$ cat config.mk
export PLATFORM = sky130hd
export DESIGN_NAME = lsu_mem_flat
export DESIGN_NICKNAME = d
export VERILOG_FILES = /design/src/rtl/pipeline_pkg.sv /design/src/rtl/lsu_mem_if.sv /design/src/rtl/lsu_load_align.sv /design/src/rtl/lsu_mem.sv /design/src/flat_wrapper.sv
export SDC_FILE = /design/constraint.sdc
export NUM_CORES = 1
export LEC_CHECK = 0
export ABC_AREA = 1
export CORE_ASPECT_RATIO = 0.5
export CORE_UTILIZATION = 42
export DETAILED_ROUTE_END_ITERATION = 8
export HOLD_SLACK_MARGIN = 0.15
export PLACE_DENSITY = 0.78
export SETUP_SLACK_MARGIN = 0.5
export SLEW_MARGIN = 20
export SYNTH_ARGS = -nofsm -noshare
export SYNTH_HDL_FRONTEND = slang
export SYNTH_HIERARCHICAL = 1
export SYNTH_SLANG_ARGS = --single-unit
$ cat constraint.sdc
create_clock -name clk -period 3.1 [get_ports clk]
set_input_delay 0.62 -clock clk [delete_from_list [all_inputs] [get_ports clk]]
set_output_delay 0.62 -clock clk [all_outputs]
set_load 0.01 [all_outputs]
$ cat src/rtl/pipeline_pkg.sv
// Shared LSU types: FSM state encoding, RV32I load/store funct3 codes, latched request
// payload, and the store-lane/legality helpers used by the memory stage.
package pipeline_pkg;

    localparam int unsigned XLEN   = 32;
    localparam int unsigned STRB_W = XLEN / 8;
    localparam int unsigned F3_W   = 3;

    localparam logic [F3_W-1:0] F3_LB  = 3'b000;
    localparam logic [F3_W-1:0] F3_LH  = 3'b001;
    localparam logic [F3_W-1:0] F3_LW  = 3'b010;
    localparam logic [F3_W-1:0] F3_LBU = 3'b100;
    localparam logic [F3_W-1:0] F3_LHU = 3'b101;
    localparam logic [F3_W-1:0] F3_SB  = 3'b000;
    localparam logic [F3_W-1:0] F3_SH  = 3'b001;
    localparam logic [F3_W-1:0] F3_SW  = 3'b010;

    typedef enum logic [1:0] {
        IDLE = 2'd0,
        REQ  = 2'd1,
        WAIT = 2'd2,
        DONE = 2'd3
    } lsu_state_t;

    typedef struct packed {
        logic [XLEN-1:0] addr;
        logic [XLEN-1:0] wdata;
        logic [F3_W-1:0] funct3;
        logic            write;
    } lsu_req_t;

    // Known width code with natural alignment for that width.
    function automatic logic access_legal(input logic write, input logic [F3_W-1:0] f3,
                                          input logic [1:0] off);
        logic ok;
        ok = 1'b0;
        if (write) begin
            case (f3)
                F3_SB:   ok = 1'b1;
                F3_SH:   ok = ~off[0];
                F3_SW:   ok = (off == 2'b00);
                default: ok = 1'b0;
            endcase
        end else begin
            case (f3)
                F3_LB, F3_LBU: ok = 1'b1;
                F3_LH, F3_LHU: ok = ~off[0];
                F3_LW:         ok = (off == 2'b00);
                default:       ok = 1'b0;
            endcase
        end
        return ok;
    endfunction

    function automatic logic [STRB_W-1:0] store_strb(input logic [F3_W-1:0] f3,
                                                     input logic [1:0] off);
        logic [STRB_W-1:0] strb;
        case (f3)
            F3_SB:   strb = STRB_W'(1) << off;
            F3_SH:   strb = STRB_W'(3) << {off[1], 1'b0};
            F3_SW:   strb = {STRB_W{1'b1}};
            default: strb = '0;
        endcase
        return strb;
    endfunction

    // Narrow stores are replicated across every lane so the strobe alone picks the bytes.
    function automatic logic [XLEN-1:0] store_data(input logic [F3_W-1:0] f3,
                                                   input logic [XLEN-1:0] wd);
        logic [XLEN-1:0] data;
        case (f3)
            F3_SB:   data = {(XLEN/8){wd[7:0]}};
            F3_SH:   data = {(XLEN/16){wd[15:0]}};
            default: data = wd;
        endcase
        return data;
    endfunction

endpackage

$ cat src/rtl/lsu_mem_if.sv
// Word-addressed memory bus between the LSU (master) and the data memory (slave).
interface lsu_mem_if;
    import pipeline_pkg::*;

    logic              bus_req;
    logic              bus_we;
    logic [XLEN-1:0]   bus_addr;
    logic [STRB_W-1:0] bus_wstrb;
    logic [XLEN-1:0]   bus_wdata;
    logic              bus_gnt;
    logic              bus_rvalid;
    logic [XLEN-1:0]   bus_rdata;

    modport master (
        output bus_req, bus_we, bus_addr, bus_wstrb, bus_wdata,
        input  bus_gnt, bus_rvalid, bus_rdata
    );

    modport slave (
        input  bus_req, bus_we, bus_addr, bus_wstrb, bus_wdata,
        output bus_gnt, bus_rvalid, bus_rdata
    );
endinterface

$ cat src/rtl/lsu_load_align.sv
// Picks the addressed byte/half out of a read word and sign- or zero-extends it.
module lsu_load_align
    import pipeline_pkg::*;
(
    input  logic [F3_W-1:0] funct3,
    input  logic [1:0]      offset,
    input  logic [XLEN-1:0] rdata,
    output logic [XLEN-1:0] data
);

    logic [7:0]  byte_sel;
    logic [15:0] half_sel;

    always_comb begin
        byte_sel = 8'(rdata >> {offset, 3'b000});
        half_sel = offset[1] ? rdata[31:16] : rdata[15:0];
        case (funct3)
            F3_LB:   data = {{(XLEN-8){byte_sel[7]}}, byte_sel};
            F3_LBU:  data = {{(XLEN-8){1'b0}}, byte_sel};
            F3_LH:   data = {{(XLEN-16){half_sel[15]}}, half_sel};
            F3_LHU:  data = {{(XLEN-16){1'b0}}, half_sel};
            F3_LW:   data = rdata;
            default: data = '0;
        endcase
    end

endmodule

$ cat src/rtl/lsu_mem.sv
// MEM-stage load/store unit: turns one pipeline load/store into a single bus
// transaction, stalling the pipe until it completes or faulting illegal accesses.
module lsu_mem
    import pipeline_pkg::*;
(
    input  logic            clk,
    input  logic            reset,
    input  logic            op_valid,
    input  logic            op_write,
    input  logic [F3_W-1:0] funct3,
    input  logic [XLEN-1:0] addr,
    input  logic [XLEN-1:0] wdata,
    lsu_mem_if.master       mem,
    output logic [XLEN-1:0] load_data,
    output logic            done,
    output logic            stall,
    output logic            fault
);

    lsu_state_t      state;
    lsu_state_t      state_next;
    lsu_req_t        req_q;
    logic            op_legal;
    logic            accept;
    logic [XLEN-1:0] align_data;

    assign op_legal = access_legal(op_write, funct3, addr[1:0]);
    assign accept   = (state == IDLE) && op_valid && op_legal;

    lsu_load_align u_align (
        .funct3 (req_q.funct3),
        .offset (req_q.addr[1:0]),
        .rdata  (mem.bus_rdata),
        .data   (align_data)
    );

    always_ff @(posedge clk or posedge reset) begin
        if (reset) begin
            state <= IDLE;
        end else begin
            state <= state_next;
        end
    end

    always_comb begin
        state_next = state;
        case (state)
            IDLE: if (accept)         state_next = REQ;
            REQ:  if (mem.bus_gnt)    state_next = req_q.write ? DONE : WAIT;
            WAIT: if (mem.bus_rvalid) state_next = DONE;
            DONE:                     state_next = IDLE;
            default:                  state_next = IDLE;
        endcase
    end

    // Bus fields only carry the latched request while it is being offered.
    always_comb begin
        mem.bus_req   = 1'b0;
        mem.bus_we    = 1'b0;
        mem.bus_addr  = '0;
        mem.bus_wstrb = '0;
        mem.bus_wdata = '0;
        fault         = (state == IDLE) && op_valid && !op_legal;
        done          = (state == DONE);
        stall         = op_valid && !fault && (state != DONE);
        if (state == REQ) begin
            mem.bus_req   = 1'b1;
            mem.bus_we    = req_q.write;
            mem.bus_addr  = {req_q.addr[XLEN-1:2], 2'b00};
            mem.bus_wstrb = req_q.write ? store_strb(req_q.funct3, req_q.addr[1:0]) : '0;
            mem.bus_wdata = req_q.write ? store_data(req_q.funct3, req_q.wdata) : '0;
        end
    end

    // Request snapshot and load result; load_data only moves when a load completes.
    always_ff @(posedge clk or posedge reset) begin
        if (reset) begin
            req_q     <= '0;
            load_data <= '0;
        end else begin
            if (accept) begin
                req_q <= '{addr: addr, wdata: wdata, funct3: funct3, write: op_write};
            end
            if ((state == WAIT) && mem.bus_rvalid) begin
                load_data <= align_data;
            end
        end
    end

endmodule
$ cat src/flat_wrapper.sv
// flat-port wrapper written by rule: the top's interface ports become plain ports
module lsu_mem_flat import pipeline_pkg::*;
  (clk, reset, op_valid, op_write, funct3, addr, wdata, load_data, done, stall, fault, mem_bus_req, mem_bus_we, mem_bus_addr, mem_bus_wstrb, mem_bus_wdata, mem_bus_gnt, mem_bus_rvalid, mem_bus_rdata);
  lsu_mem_if mem_i ();
  input  logic clk;
  input  logic reset;
  input  logic op_valid;
  input  logic op_write;
  input  logic [F3_W-1:0] funct3;
  input  logic [XLEN-1:0] addr;
  input  logic [XLEN-1:0] wdata;
  output logic [XLEN-1:0] load_data;
  output logic done;
  output logic stall;
  output logic fault;
  output wire logic [$bits(mem_i.bus_req)-1:0] mem_bus_req;
  output wire logic [$bits(mem_i.bus_we)-1:0] mem_bus_we;
  output wire logic [$bits(mem_i.bus_addr)-1:0] mem_bus_addr;
  output wire logic [$bits(mem_i.bus_wstrb)-1:0] mem_bus_wstrb;
  output wire logic [$bits(mem_i.bus_wdata)-1:0] mem_bus_wdata;
  input wire logic [$bits(mem_i.bus_gnt)-1:0] mem_bus_gnt;
  input wire logic [$bits(mem_i.bus_rvalid)-1:0] mem_bus_rvalid;
  input wire logic [$bits(mem_i.bus_rdata)-1:0] mem_bus_rdata;
  assign mem_bus_req = mem_i.bus_req;
  assign mem_bus_we = mem_i.bus_we;
  assign mem_bus_addr = mem_i.bus_addr;
  assign mem_bus_wstrb = mem_i.bus_wstrb;
  assign mem_bus_wdata = mem_i.bus_wdata;
  assign mem_i.bus_gnt = mem_bus_gnt;
  assign mem_i.bus_rvalid = mem_bus_rvalid;
  assign mem_i.bus_rdata = mem_bus_rdata;
  lsu_mem u_core (.clk(clk), .reset(reset), .op_valid(op_valid), .op_write(op_write), .funct3(funct3), .addr(addr), .wdata(wdata), .mem(mem_i), .load_data(load_data), .done(done), .stall(stall), .fault(fault));
endmodule
# Word level (Yosys, flattened, before mapping)
# Cells that the tools add are included.
word_totals:
  ff_bits: 102
  word_cells: 59
op_classes:
  n_eq_ne: 15
  n_shift: 3
  mux: 19
  bitwise: 1
  reduce_logical: 15
ops:
  columns: ["operator", "n"]
  rows:
  - ["$pmux W32 S5", 1]
  - ["$mux W32", 3]
  - ["$pmux W32 S2", 1]
  - ["$shr A32 B5 Y8", 1]
  - ["$mux W16", 1]
  - ["$eq A3 B3 Y1 const B", 4]
  - ["$pmux W4 S3", 1]
  - ["$mux W4", 2]
  - ["$pmux W2 S4", 1]
  - ["$eq A3 B1 Y1 const B", 2]
  - ["$eq A3 B2 Y1 const B", 2]
  - ["$logic_and A1 B1 Y1", 6]
  - ["$logic_not A3 Y1", 2]
  - ["$mux W2", 3]
  - ["$ne A2 B2 Y1 const B", 3]
  - ["$pmux W1 S3", 2]
  - ["$eq A2 B2 Y1 const B", 2]
  - ["$logic_not A2 Y1", 2]
  - ["$mux W1", 4]
  - ["$reduce_or A2 Y1", 2]
  - ["$shl A1 B2 Y4 const A", 1]
  - ["$shl A2 B2 Y4 const A", 1]
  - ["$reduce_and A3 Y1", 1]
  - ["$eq A2 B1 Y1 const B", 1]
  - ["other kinds (3)", 4]

# Longest topological paths before layout
# Gate-level depths: netlist of the first run.
logic_depth:
  ltp_word: 9
  mapped_depth: 10

# Cells and area by module
# Netlist of the first run, hierarchy kept.
by_module_without_submodules:
  columns: ["mod", "n_inst", "cells_per_inst", "area_each_um2", "seq_area_each_um2"]
  rows:
  - ["lsu_mem", 1, 561, 5196.2, 2552.4]
  - ["lsu_load_align", 1, 216, 927.1, 0.0]

# Least setup slack after synthesis of the first run
# Ideal clock, no wire load.
synth_timing:
  path_type: "register -> output"
  from: "reg u_core.state[1]"
  to: "out mem_bus_wdata[14]"
  arrival_time_ps: 1526
  path_slack_ps: 954
  path_stages_with_launch: 9
  n_path_buf: 2
  path_cell_list: "dfrtp_1 > inv_1 > ha_1 > buf_2 > nand2_4 > inv_4 > buf_4 > o211ai_1 > a21oi_1"
synth_between:
  elab_chain_cells: 2
synth_rtl:
  columns: ["element", "line_no", "rtl"]
  rows:
  - ["from (decl)", "lsu_mem.sv:20", "lsu_state_t state;"]
  - ["from (signal assigned)", "lsu_mem.sv:41", "state <= state_next;"]
  - ["$eq A2 B1 Y1", "lsu_mem.sv:66", "if (state == REQ) begin"]
  - ["$mux W32", "lsu_mem.sv:66", null]
  - ["to (decl)", "flat_wrapper.sv:20", "output wire logic [$bits(mem_i.bus_wdata)-1:0] mem_bus_wdata;"]
# No other way between the ends.

# Final worst setup path of the first run
layout_timing:
  from: "reg u_core.state[1]"
  to: "out mem_bus_addr[21]"
layout_between:
  elab_chain_cells: 2
layout_rtl:
  columns: ["element", "line_no", "rtl"]
  rows:
  - ["$eq A2 B1 Y1", "lsu_mem.sv:66", null]
  - ["$mux W32", "lsu_mem.sv:66", null]
  - ["to (decl)", "flat_wrapper.sv:18", "output wire logic [$bits(mem_i.bus_addr)-1:0] mem_bus_addr;"]
# No other way between the ends.

==> impl_metrics.env, run 1 <==
export IMPL_dpl_hpwl_mm=12.2
export IMPL_grt_pass1_vias=5441
export IMPL_criticalPathCategory="reg -> out"
export IMPL_fin_setup_tns_ns=0
export IMPL_cp_startpoint="u_core/state[1]"
export IMPL_start_kind="flop"
export IMPL_dieArea_um2=15100
export IMPL_hold_buffers=0
export IMPL_final_hold_violation_count=0
export IMPL_start_util_pct=44.1
export IMPL_holdWs_ns=0.486
export IMPL_worstRegToRegCells=6
export IMPL_n_fill_cell=1168
export IMPL_layout_nets=1088
export IMPL_synth_main_ff_cell="dfrtp_1"
export IMPL_dr_pass1_iters=5
export IMPL_cp_endpoint="mem_bus_addr[21]"
export IMPL_vias=5759
export IMPL_clockRootBuffer="clkbuf_16"
export IMPL_synth_area_um2=6120
export IMPL_cts_tree="done"
export IMPL_period_minus_slack_ns=2.56
export IMPL_place_gp_congestion=0.920
export IMPL_synth_area_leaders="dfrtp_1 (42%), nand2_1 (12%), inv_1 (8.9%), mux2_2 (5.9%), o21ai_2 (4.9%)"
export IMPL_setup_ws_ns=0.543
export IMPL_cp_max_fo=16
export IMPL_grt_ovfl_total=0
export IMPL_grt_usage_pct=22.4
export IMPL_crit_path_end_kind="output pin"
export IMPL_clk_path_buf_depth=2
export IMPL_clock_sinks=102
export IMPL_setup_viol=0
export IMPL_rr_endpoint="u_core/load_data[5]"
export IMPL_core_rowCount=30
export IMPL_finClkSkew_ns=0.0105
export IMPL_synth_edff_count=0
export IMPL_drv_cap=0
export IMPL_max_slew_margin_pct=45.7
export IMPL_ff2ff_setup_slack_ns=0.90
export IMPL_synth_top_cell_area_share_pct=41.7
export IMPL_ios=210
export IMPL_drt_total_wl_mm=17.0
export IMPL_drc=0
export IMPL_cp_num_buf_inv=5
export IMPL_p_leak_nw=5.16
export IMPL_synthArstFlopShare_pct=100
export IMPL_max_freq_ghz=0.391
export IMPL_ys_seq_area_share_pct=41.7
export IMPL_worst_skew_pair_late_latency_ns=0.35
export IMPL_cp_required_ns=2.48
export IMPL_fin_crit_sh_pct=82.5
export IMPL_h_tree_depth=3
export IMPL_ys_ff_latch=102
export IMPL_critical_path_arrival_ns=1.94
export IMPL_antenna_found_initial=0
export IMPL_drt_wirelength_per_cell_um=14.5
export IMPL_coreArea_um2=13900
export IMPL_ys_types=34
export IMPL_synthDominantAreaCellType="dfrtp_1"
export IMPL_path_delay_family="buffers and inverters"
export IMPL_min_path_type="reg -> reg"
export IMPL_io_buffers=207
export IMPL_critPathMaxStageDelay_ns=0.52
export IMPL_grt_pass1_wl_mm=26.8
export IMPL_max_vdd_ir_drop_v=0.000337
export IMPL_clk_pin_slew_ns=0.06
export IMPL_drive_gt1_share_pct=18.2
export IMPL_slowest_stage="clkdlybuf4s50_1"
export IMPL_antenna_left=0
export IMPL_chipWidth_um=173
export IMPL_grt_max_degree=70
export IMPL_numCtsBuffers=9
export IMPL_area_growth_pct=42.5
export IMPL_slew_viol_final=0
export IMPL_power_density_nw_per_um2=848
export IMPL_diodes=0
export IMPL_syn_area_per_cell_um2=7.88
export IMPL_tightestPinTransition_ns=0.811
export IMPL_rsz0062_at_grt="yes"
export IMPL_path_depth=7
export IMPL_fp_dieH_um=87.4
export IMPL_postSynthCellCount=777
export IMPL_initialDrtViolationCount=348
export IMPL_r2r_start="u_core/req_q[1]"
export IMPL_synth_warnings=6
export IMPL_status="complete, no violations"
export IMPL_viasPerCell=4.91
export IMPL_path_cells="inv_2 > ha_4 > buf_4 > buf_12 > nand2_1 > inv_1 > clkdlybuf4s50_1"
export IMPL_post_place_ws_ns=0.299
[metal layers]
layer  vias to the layer above  GRT usage [%]  wire length (um)
met5                         -              0                 0
met4                         0           10.3               625
met3                        47           3.88               937
met2                       220           39.8              8340
met1                      2721           27.1              7080
li1                       2771              -                 -
[placed cells by master (no fill, tap or decap), types with 7 or more instances in the layout]
| master | n |
|---|---|
| dlymetal6s2s_1 | 34 |
| a21oi_1 | 16 |
| dfrtp_1 | 97 |
| nor2_2 | 22 |
| mux2_2 | 32 |
| inv_1 | 143 |
| o21ai_0 | 18 |
| a21oi_2 | 27 |
| o211ai_1 | 7 |
| nand2_1 | 196 |
| dlygate4sd2_1 | 22 |
| o21ai_1 | 10 |
| clkdlybuf4s50_1 | 147 |
| nand3_1 | 25 |
| nor2_1 | 76 |
| buf_4 | 11 |
| clkbuf_16 | 10 |
| o21ai_2 | 34 |
[area by class of cell]
type,instances,area [um^2],share of cell area [%]
Tap cell,192,240,2.75
Sequential cell,102,2560,29.3
Timing Repair inverter,1,6.26,0.0717
Timing Repair Buffer,226,2340,26.9
Multi-Input combinational cell,488,2700,31.0
Clock buffer,10,239,2.74
Clock inverter,5,60.1,0.688
Inverter,150,577,6.61
[tightest hold or removal path, stage by stage, from the launching register on]
cell and delay (ns):
dfrtp_1 0.34, nand2_1 0.07, o21ai_2 0.05
[flip-flops by register name (all words and copies together) (netlist names)]
name and count:
u_core/req_q 68, u_core/load_data 32, u_core/state 2
[how the worst min path moves through the flow]
| stage | end | startpoint | slack [ns] | depth (start not counted) |
|---|---|---|---|---|
| after global routing | u_core/req_q[40] | u_core/req_q[40] | 0.51 | 2 |
| final | u_core/req_q[50] | u_core/req_q[50] | 0.49 | 2 |
| after CTS | u_core/req_q[49] | u_core/req_q[49] | 0.49 | 2 |
| after global placement | u_core/req_q[52] | u_core/req_q[52] | 0.46 | 2 |
| after detailed placement | u_core/req_q[49] | u_core/req_q[49] | 0.47 | 2 |
| after floorplan | u_core/req_q[41] | u_core/req_q[41] | 0.45 | 2 |
[cells in the mapped netlist (3+ instances only)]
library cell	n
nor2_1	77
nand3_1	25
nand2_1	197
a21oi_2	27
clkbuf_1	5
buf_4	5
inv_2	4
o21ai_1	8
ha_1	5
nor2_2	21
nand2_2	3
dfrtp_1	102
o211ai_1	7
o21ai_0	20
buf_2	8
inv_1	145
a21oi_1	16
o21ai_2	34
buf_6	17
mux2_2	32
[cell families after synthesis]
| logic type | after synthesis | synth area share, % |
|---|---|---|
| DFF | 102 | 41.7 |
| AOI/OAI and AO/OA | 114 | 13.4 |
| adders and majority gates | 5 | 1.02 |
| other | 1 | 0.0612 |
| buffers and inverters | 188 | 14.8 |
| muxes | 32 | 5.88 |
| and+or+nand+nor | 335 | 23.2 |
[power by group]
part           total [W]  internal (W)  switching [W]
clock            0.00114      0.000645       0.000496
combinational    0.00385       0.00180        0.00205
sequential       0.00241       0.00198       0.000436
total            0.00740       0.00442        0.00298
[what timing repair did]
| action | 4_1_cts | 5_1_grt |
|---|---|---|
| setup buffers | 5 | 2 |
| endpoints found under the setup margin | 62 | 39 |
| cloned | 1 | 1 |
| pin swaps | 2 | 0 |
| gates resized for setup | 45 | 44 |
[stage by stage]
stage | std cells | utilization (%) | area (um^2) | total power [W]
floorplan | 778 | - | 6130 | 0.00467
global placement | 1150 | 59.3 | 8240 | 0.00601
detailed placement | 1150 | 59.3 | 8240 | 0.00614
CTS | 1171 | 61.9 | 8600 | 0.00737
global route | 1174 | 62.8 | 8730 | 0.00795
finish | 1174 | 62.8 | 8730 | 0.00740
Power figures use the tool's default switching activity.
==> run 2: changes to the inputs <==
==> constraint.sdc (replaced) <==
create_clock -name clk -period 2.25 [get_ports clk]
set_input_delay 0.45 -clock clk [delete_from_list [all_inputs] [get_ports clk]]
set_output_delay 0.45 -clock clk [all_outputs]
set_load 0.01 [all_outputs]
==> impl_metrics.env, run 2 (synthesis results as in run 1) <==
export IMPL_cp_startpoint="u_core/req_q[3]"
export IMPL_fin_crit_sh_pct=103
export IMPL_h_tree_depth=3
export IMPL_fp_dieH_um=87.4
export IMPL_diodes=0
export IMPL_path_cells="nor2_2 > buf_6 > nand2_8 > buf_12 > o211ai_1 > a21oi_1 > buf_2"
export IMPL_largest_reg_flops=68
export IMPL_final_common_cell="clkdlybuf4s50_1"
export IMPL_period_minus_slack_ns=2.32
export IMPL_final_hold_violation_count=0
export IMPL_worst_skew_pair_late_latency_ns=0.35
export IMPL_clock_sinks=102
export IMPL_criticalPathCategory="reg -> out"
export IMPL_worstRegToRegCells=11
export IMPL_path_delay_family="buffers and inverters"
export IMPL_p_switching_w=0.00585
export IMPL_chipWidth_um=173
export IMPL_core_rowCount=30
export IMPL_cp_max_fo=7
export IMPL_cts_tree="done"
export IMPL_regArea_um2=2550
export IMPL_status="finished, violations left"
export IMPL_crit_path_end_kind="output pin"
export IMPL_drt_wirelength_per_cell_um=19.2
export IMPL_ios=210
export IMPL_combPwrFrac_pct=61.7
export IMPL_io_buffers=207
export IMPL_finClkSkew_ns=0.0129
export IMPL_tightestPinTransition_ns=0.535
export IMPL_p_clk_share_pct=11.5
export IMPL_rr_endpoint="u_core/req_q[38]"
export IMPL_coreArea_um2=13900
export IMPL_max_vdd_ir_drop_v=0.000598
export IMPL_grt_pass1_vias=5951
export IMPL_rsz0062_at_grt="yes"
export IMPL_mostFrequentLayoutCells="clkdlybuf4s50_1 (130), nand2_1 (124), inv_1 (112), dfrtp_1 (101), buf_6 (66)"
export IMPL_cp_required_ns=1.80
export IMPL_fin_area_um2=10700
export IMPL_power_internal_w=0.00757
export IMPL_layout_nets=1172
export IMPL_dr_pass1_iters=5
export IMPL_critical_path_arrival_ns=1.87
export IMPL_vias=6696
export IMPL_setup_ws_ns=-0.0735
export IMPL_clk_pin_slew_ns=0.08
export IMPL_clockRootBuffer="clkbuf_16"
export IMPL_max_slew_margin_pct=64.3
export IMPL_viasPerCell=5.32
export IMPL_initialDrtViolationCount=678
export IMPL_drt_total_wl_mm=24.2
export IMPL_grt_usage_pct=25.5
export IMPL_power_density_nw_per_um2=1260
export IMPL_start_kind="flop"
export IMPL_critPathMaxStageDelay_ns=0.42
export IMPL_n_fill_cell=814
export IMPL_dpl_hpwl_mm=12.3
export IMPL_max_freq_ghz=0.430
export IMPL_slew_viol_final=0
export IMPL_ff2ff_setup_slack_ns=0.41
export IMPL_grt_pass1_wl_mm=30.2
export IMPL_start_util_pct=44.1
export IMPL_slowest_stage="dfrtp_1"
export IMPL_cp_num_buf_inv=3
export IMPL_antenna_found_initial=0
export IMPL_antenna_left=0
export IMPL_r2r_start="u_core/state[0]"
export IMPL_clk_path_buf_depth=2
export IMPL_place_gp_congestion=0.901
export IMPL_grt_ovfl_total=0
export IMPL_swShare_pct=43.6
export IMPL_cp_endpoint="mem_bus_wdata[10]"
export IMPL_dieArea_um2=15100
export IMPL_min_path_type="in -> async"
export IMPL_grt_max_degree=51
export IMPL_seqPwrFrac_pct=26.8
export IMPL_drc=0
export IMPL_drive_gt1_share_pct=44.3
export IMPL_violations="setup timing"
export IMPL_multi_input_area_um2=3630
export IMPL_setup_viol=5
export IMPL_power_total_w=0.0134
export IMPL_top_register="u_core/req_q"
export IMPL_placed_area_um2=8430
export IMPL_area_growth_pct=74.0
export IMPL_numCtsBuffers=9
export IMPL_path_depth=7
export IMPL_p_leak_nw=5.63
export IMPL_drv_cap=0
export IMPL_reg_top3="u_core/req_q x68, u_core/load_data x32, u_core/state x2"
==> run 2: cell types whose count changed in the layout (fill, tap and decap cells not counted), moves of 18 or more <==
cell / previous run / this run
buf_2: 0 / 34
inv_1: 143 / 112
nor2_4: 2 / 35
nand2_4: 1 / 44
buf_4: 11 / 36
buf_6: 2 / 66
mux2_2: 32 / 6
mux2_4: 0 / 26
nand2_2: 4 / 31
inv_2: 4 / 33
nand2_1: 196 / 124
dlymetal6s2s_1: 34 / 1
nor2_2: 22 / 4
==> run 2: final cells by class <==
| type | instances | area share [%] |
|---|---|---|
| clock inverter | 6 | 0.411 |
| clock buffer | 10 | 2.24 |
| tap | 192 | 2.25 |
| timing repair buffer | 306 | 31.2 |
| inverter | 150 | 5.53 |
| multi-input combinational | 490 | 34.1 |
| sequential | 102 | 24.0 |
| timing repair inverter | 3 | 0.364 |
==> run 2: how the worst min path moves through the flow <==
stage	cells after the start	start	end
2_1_floorplan	2	u_core/req_q[41]	u_core/req_q[41]
5_1_grt	1	u_core/load_data[0]	u_core/load_data[0]
3_5_place_dp	2	u_core/req_q[44]	u_core/req_q[44]
6_report	2	reset	u_core/load_data[24]
4_1_cts	2	reset	u_core/load_data[22]
3_3_place_gp	2	u_core/req_q[50]	u_core/req_q[50]
==> run 2: repair_timing <==
| item | CTS | global route |
|---|---|---|
| gates cloned | 11 | 12 |
| resized for setup | 423 | 237 |
| pin swaps | 34 | 14 |
| buffers inserted | 31 | 21 |
| hold buffers | 0 | 0 |
| endpoints found under the setup margin | 164 | 173 |
==> run 2: power by group through the flow <==
stage | Clock [W] | Combinational [W] | Sequential (W)
floorplan | 0 | 0.00322 | 0.00328
global placement | 0 | 0.00527 | 0.00323
detailed placement | 0 | 0.00539 | 0.00326
CTS | 0.00154 | 0.00639 | 0.00332
global route | 0.00164 | 0.00873 | 0.00366
finish | 0.00155 | 0.00827 | 0.00360
==> run 2: worst register-to-register path, delay by kind of cell, from the launching register on <==
family,cells,cell delay [ns]
buffers and inverters,6,0.75
flip-flops,1,0.42
AND/OR/NAND/NOR,3,0.34
adder cells (fa/ha/maj),1,0.14
AO/OA/AOI/OAI,1,0.07
==> run 2: per-layer routing <==
| metal | GRT usage, % | vias to the layer above | wire length, um |
|---|---|---|---|
| met2 | 46.0 | 460 | 11800 |
| met1 | 31.1 | 3149 | 9200 |
| met4 | 8.77 | 0 | 1330 |
| met5 | 0 | - | 0 |
| li1 | - | 2946 | - |
| met3 | 4.84 | 141 | 1850 |
==> run 2: metrics by stage <==
stage / utilization, % / setup slack [ns] / setup TNS (ns) / cells / hold slack (ns)
after floorplan: - / 0.474 / 0 / 778 / 0.455
after global placement: 60.7 / -0.125 / -0.202 / 1168 / 0.464
after detailed placement: 60.7 / -0.217 / -0.379 / 1168 / 0.468
after CTS: 67.0 / 0.138 / 0 / 1226 / 0.490
after global routing: 76.7 / -0.137 / -0.657 / 1259 / 0.514
final: 76.7 / -0.0735 / -0.166 / 1259 / 0.492
